$ cat src/rtl/proc_bus_arbiter.sv
// -----------------------------------------------------------------------------
// proc_bus_arbiter
//   Round-robin arbiter that shares the processor-side bus of the APB master
//   between NUM_REQ requesters (CPU core, DMA, debug port). One request is
//   accepted at a time. It is driven onto pb_* with a one-cycle pb_start, the
//   arbiter waits for pb_ready, then pulses rsp_done to the winner, together
//   with the read data.
//
//   Optional feature macro: PROC_BUS_ARB_TIMEOUT_EN
//     defined   : WAIT is bounded by TIMEOUT_CYCLES. On expiry the transfer
//                 ends with rsp_err=1 and rsp_rdata all-ones.
//     undefined : WAIT waits for pb_ready indefinitely, and rsp_err is 0.
//
// Ports
//   clk        : clock, rising edge
//   reset      : asynchronous, active-low
//   req_valid  : per-requester request
//   req_write  : per-requester direction (1 = write)
//   req_addr   : requester i at [i*ADDR_W +: ADDR_W] ({dev[7:6], mem[5:0]})
//   req_wdata  : requester i at [i*DATA_W +: DATA_W]
//   req_sel    : requester i at [i*SEL_W +: SEL_W]
//   req_grant  : one-hot, 1 cycle, the fields of that requester were captured
//   rsp_done   : one-hot, 1 cycle, the transfer has finished
//   rsp_rdata  : last read data, shared by all requesters
//   rsp_err    : valid with rsp_done, flags a timeout abort
//   pb_write, pb_addr, pb_wdata, pb_sel : registered processor-bus fields
//   pb_start   : 1-cycle start pulse to the APB master
//   pb_ready   : transfer-complete from the APB master
//   pb_rdata   : read data from the APB master
// -----------------------------------------------------------------------------
module proc_bus_arbiter #(
  parameter int NUM_REQ        = 2,
  parameter int ADDR_W         = 8,
  parameter int DATA_W         = 8,
  parameter int SEL_W          = 2,
  parameter int TIMEOUT_CYCLES = 64
) (
  input  logic                      clk,
  input  logic                      reset,
  input  logic [NUM_REQ-1:0]        req_valid,
  input  logic [NUM_REQ-1:0]        req_write,
  input  logic [NUM_REQ*ADDR_W-1:0] req_addr,
  input  logic [NUM_REQ*DATA_W-1:0] req_wdata,
  input  logic [NUM_REQ*SEL_W-1:0]  req_sel,
  output logic [NUM_REQ-1:0]        req_grant,
  output logic [NUM_REQ-1:0]        rsp_done,
  output logic [DATA_W-1:0]         rsp_rdata,
  output logic                      rsp_err,
  output logic                      pb_write,
  output logic [ADDR_W-1:0]         pb_addr,
  output logic [DATA_W-1:0]         pb_wdata,
  output logic [SEL_W-1:0]          pb_sel,
  output logic                      pb_start,
  input  logic                      pb_ready,
  input  logic [DATA_W-1:0]         pb_rdata
);

  localparam int IDX_W = $clog2(NUM_REQ);

  if (NUM_REQ < 2 || NUM_REQ > 4 || TIMEOUT_CYCLES < 1) begin : g_param_check
    $error("proc_bus_arbiter: NUM_REQ must be 2..4 and TIMEOUT_CYCLES >= 1");
  end

  typedef enum logic [1:0] {IDLE, START, WAIT, RELEASE} state_t;

  state_t             state, state_d;
  logic [IDX_W-1:0]   last_winner;
  logic [IDX_W-1:0]   winner;
  logic [IDX_W-1:0]   pick;
  logic [IDX_W-1:0]   cand;
  logic               found;
  logic               wait_first;
  logic               take;
  logic               finish_ok;
  logic               finish_to;

  function automatic logic [NUM_REQ-1:0] onehot(input logic [IDX_W-1:0] idx);
    onehot      = '0;
    onehot[idx] = 1'b1;
  endfunction

  // Round-robin search starting just above the previous winner, with wrap.
  always_comb begin
    found = 1'b0;
    pick  = '0;
    cand  = '0;
    for (int k = 1; k <= NUM_REQ; k++) begin
      cand = IDX_W'((int'(last_winner) + k) % NUM_REQ);
      if (!found && req_valid[cand]) begin
        found = 1'b1;
        pick  = cand;
      end
    end
  end

`ifdef PROC_BUS_ARB_TIMEOUT_EN
  localparam int TO_W = $clog2(TIMEOUT_CYCLES + 1);

  logic [TO_W-1:0] to_cnt;
  logic            to_hit;

  // to_cnt is 0 in the first WAIT cycle, so the limit lands on the
  // TIMEOUT_CYCLES-th WAIT cycle.
  assign to_hit = (to_cnt == TO_W'(TIMEOUT_CYCLES - 1));

  always_ff @(posedge clk or negedge reset) begin
    if (!reset) begin
      to_cnt <= '0;
    end else if (state == START) begin
      to_cnt <= '0;
    end else if (state == WAIT) begin
      to_cnt <= to_cnt + TO_W'(1);
    end
  end
`endif

  always_ff @(posedge clk or negedge reset) begin
    if (!reset) begin
      state <= IDLE;
    end else begin
      state <= state_d;
    end
  end

  // pb_ready may still be high from the previous transfer in the first WAIT
  // cycle, so it only counts once wait_first has cleared.
  always_comb begin
    state_d   = state;
    take      = 1'b0;
    finish_ok = 1'b0;
    finish_to = 1'b0;
    case (state)
      IDLE: begin
        if (found) begin
          take    = 1'b1;
          state_d = START;
        end
      end
      START: state_d = WAIT;
      WAIT: begin
        if (!wait_first && pb_ready) begin
          finish_ok = 1'b1;
          state_d   = RELEASE;
        end
`ifdef PROC_BUS_ARB_TIMEOUT_EN
        else if (to_hit) begin
          finish_to = 1'b1;
          state_d   = RELEASE;
        end
`endif
      end
      RELEASE: state_d = IDLE;
      default: state_d = IDLE;
    endcase
  end

  // Outputs are registered on the edge that enters the state they belong to.
  always_ff @(posedge clk or negedge reset) begin
    if (!reset) begin
      last_winner <= IDX_W'(NUM_REQ - 1);
      winner      <= '0;
      wait_first  <= 1'b0;
      req_grant   <= '0;
      rsp_done    <= '0;
      rsp_rdata   <= '0;
      pb_write    <= 1'b0;
      pb_addr     <= '0;
      pb_wdata    <= '0;
      pb_sel      <= '0;
      pb_start    <= 1'b0;
    end else begin
      req_grant  <= '0;
      rsp_done   <= '0;
      pb_start   <= 1'b0;
      wait_first <= (state == START);
      if (take) begin
        winner    <= pick;
        pb_write  <= req_write[pick];
        pb_addr   <= req_addr[pick*ADDR_W +: ADDR_W];
        pb_wdata  <= req_wdata[pick*DATA_W +: DATA_W];
        pb_sel    <= req_sel[pick*SEL_W +: SEL_W];
        pb_start  <= 1'b1;
        req_grant <= onehot(pick);
      end
      if (finish_ok) begin
        rsp_done <= onehot(winner);
        pb_sel   <= '0;
        if (!pb_write) begin
          rsp_rdata <= pb_rdata;
        end
      end
      if (finish_to) begin
        rsp_done  <= onehot(winner);
        pb_sel    <= '0;
        rsp_rdata <= '1;
      end
      if (state == RELEASE) begin
        last_winner <= winner;
      end
    end
  end

`ifdef PROC_BUS_ARB_TIMEOUT_EN
  always_ff @(posedge clk or negedge reset) begin
    if (!reset) begin
      rsp_err <= 1'b0;
    end else begin
      rsp_err <= finish_to;
    end
  end
`else
  assign rsp_err = 1'b0;
`endif

endmodule

$ cat config.mk
export PLATFORM = sky130hd
export DESIGN_NAME = proc_bus_arbiter
export DESIGN_NICKNAME = d
export VERILOG_FILES = /design/src/rtl/proc_bus_arbiter.sv
export SDC_FILE = /design/constraint.sdc
export NUM_CORES = 1
export LEC_CHECK = 0
export ABC_AREA = 1
export CAP_MARGIN = 30
export CORE_ASPECT_RATIO = 1.75
export CORE_MARGIN = 10
export CORE_UTILIZATION = 36
export CTS_CLUSTER_DIAMETER = 60
export DETAILED_ROUTE_END_ITERATION = 6
export GPL_ROUTABILITY_DRIVEN = 1
export PLACE_DENSITY = 0.84
export SYNTH_ARGS = -nofsm -noshare
export SYNTH_HDL_FRONTEND = slang
export SYNTH_SLANG_ARGS = --single-unit
$ cat constraint.sdc
create_clock -name clk -period 1.4 [get_ports clk]
set_input_delay 0.28 -clock clk [delete_from_list [all_inputs] [get_ports clk]]
set_output_delay 0.28 -clock clk [all_outputs]
set_load 0.03 [all_outputs]
==> results_dict.tcl <==
set metrics [dict create \
    regToRegSetupSlack_ns 0.02 \
    yosysSeqAreaShare 0.555 \
    path_class "flop to flop" \
    pre_cts_slack_ns -0.201 \
    placedInstanceArea_um2 2580 \
    port_buffers 82 \
    number_of_cells_on_the_worst_reg_to_reg_path 8 \
    drcViolationCount 0 \
    stdcell_area_um2 2820 \
    setup.worst_path.start_class "flop" \
    setup_slack_ns 0.0241 \
    synth_top_cell_area_share 0.540 \
    core_area_um2 4440 \
    globalRouteTotalUtil 0.131 \
    clock_path_buffers 2 \
    place.detailed.instances 316 \
    synth_area_leaders "dfrtp_1 54%, nand2_1 16%, nand3_1 9.9%, nand3_2 4.8%, ha_1 3.0%" \
    crit-reg2reg-capture "pb_write$_DFFE_PN0P_" \
    cts.clk_slew.worst_paths_ns 0.07 \
    root_buffer "clkbuf_8" \
    r2r-start "state[1]$_DFFE_PN0P_" \
    clock-sinks 37 \
    critPathCaptureType "flop" \
    drt-wirelength-per-cell_um 15.9 \
    syn_to_final_growth_pct 68.7 \
    clk-insertion-delay-late_ns 0.29 \
    hold-worst-slack_ns 0.426 \
    fin_setup_tns_ns 0 \
    tritoncts_buffers 5 \
    rsz0062_at_grt "yes" \
    grt_pass1_vias 1804 \
    required_time_worst_endpoint_ns 1.58 \
    effective_utilization_at_floorplan 0.376 \
    tritoncts "yes" \
    maxCapViolCount 0 \
    static-leakage-power_nw 1.42 \
    antenna_cells 0 \
    detailedRoute.firstIterationViolations 49 \
    critical_path_arrival_ns 1.55 \
    final_max_slew_viol_count 0 \
    drt_pre_antenna_iters 4 \
    worst-path-buf-inv 4 \
    dieWidth_um 71.5 \
    routed-via-count 1595 \
    detail-route-antenna-nets 0 \
    num_io_pins 84 \
    power.ir.vdd_worst_v 0.00130 \
    timing.critical_path.max_delay_family "flip-flops" \
    post_layout_nonfiller_instances 333 \
    gp_congestion 0.815 \
    critical_path_peak_fanout 20 \
    hpwl_mm 3.87 \
    total_wirelength_of_the_detailed_routed_design_mm 5.29 \
    syn_area_um2 1670 \
    syn-instance-count 183 \
    synth-seq-cells 37 \
    layout_common_cells "65 x nand2_1, 49 x clkdlybuf4s50_1, 36 x dfrtp_1, 29 x dlygate4sd2_1, 24 x nand3_1" \
    yosys.cell_types.count 20 \
    final_layout_size_suffix_gt1_frac 0.209 \
    global_route_wire_length_before_repair_mm 8.42 \
    critical_path_slowest_stage_cell "dfrtp_1" \
    rows 32 \
    p_total_mw 6.03 \
    post-route-util 0.633 \
    fin_nets 336 \
    fin_worst_skew_ns 0.00224 \
    routed_via_density 4.79 \
    finalSetupViolCount 0 \
    startpoint "state[1]$_DFFE_PN0P_" \
    final_min_period_over_clock_period 0.983 \
    synth_largest_area_cell "dfrtp_1" \
    grt-ovfl-total 0 \
    run_status "completed" \
    clock_tree.htree_level_count 2 \
    count_of_yosys_warnings_during_synthesis 0 \
    design.die.area_um2 7870 \
    worstHoldPathType "input port to async pin" \
    p_per_area_nw_per_um2 2140 \
    die-height_um 110 \
    final_common_cell "nand2_1" \
    hold_viol_final 0 \
    antenna_found_initial 0 \
    post-route-min-period_ns 1.38 \
    cpPeakStageDelay_ns 0.40 \
    max_clock_freq_mhz 727 \
    worst_path_most_repeated_cell "inv_2" \
    synth_area_per_cell_um2 9.12 \
    synth_nets 238 \
    timing.critical_path.cells "inv_2 -> ha_4 -> inv_2 -> nor2_4 -> buf_12 -> inv_8 -> nand2_1 -> nand3_2" \
    pin_count_of_the_biggest_net_entering_global_routing 26 \
]
## Yosys cell counts, drive strengths merged
library cell / n
nor2: 8
buf: 8
ha: 4
nand3: 41
dfrtp: 36
conb: 1
o21ai: 1
o21bai: 1
inv: 7
nand3b: 1
nand2: 71
dfstp: 1
a21oi: 3
## how the worst max path moves through the flow
stage	to	slack (ns)	depth (start not counted)
floorplan	pb_write$_DFFE_PN0P_	0.08	8
global placement	pb_wdata[2]$_DFFE_PN0P_	-0.17	5
detailed placement	pb_wdata[1]$_DFFE_PN0P_	-0.20	5
CTS	pb_sel[1]	0.02	1
global route	pb_write$_DFFE_PN0P_	-0.02	8
finish	pb_write$_DFFE_PN0P_	0.02	8
## timing repair
action                                  CTS  global route
gates cloned                              1             0
endpoints found under the setup margin   53            22
hold buffers                              1             0
gates resized for setup                  38            20
buffers inserted                          6             3
pin swaps                                 2             5
hold endpoints to repair                 12             0
## cell type report
cell class,count,area (um^2)
Fill cell,367,1630
Multi-Input combinational cell,131,724
Sequential cell,37,927
Clock inverter,1,5.00
Timing Repair Buffer,99,965
Clock buffer,7,96.3
Tap cell,51,63.8
Inverter,7,33.8
## kinds of logic (layout without fill, tap and decap cells)
group,after synthesis,count (layout),synth area share
and+or+nand+nor,121,121,0.343
DFF,37,37,0.555
buffers and inverters,15,114,0.0525
AOI/OAI and AO/OA,5,5,0.0165
adders and majority gates,4,4,0.0300
other,1,1,0.00225
## state kept, by name (all words and copies together), names as in the netlist
signal and count:
rsp_rdata 8, pb_sel 2, pb_addr 8, state 2, pb_wdata 8, wait_first 1
pb_write 1, req_grant 2, rsp_done 2, last_winner 1, winner 1, pb_start 1
## layer usage
layer | wire (um) | global-route usage | up-vias
met5 | 0 | 0 | -
met4 | 57 | 0.0375 | 0
met3 | 483 | 0.0609 | 7
met2 | 2880 | 0.244 | 61
met1 | 1870 | 0.125 | 747
li1 | - | - | 780
## power breakdown
group	switching [mW]	internal, mW	total (mW)
Clock	0.378	0.445	0.823
Sequential	0.260	1.57	1.83
Combinational	2.04	1.34	3.38
Power figures use the tool's default switching activity.
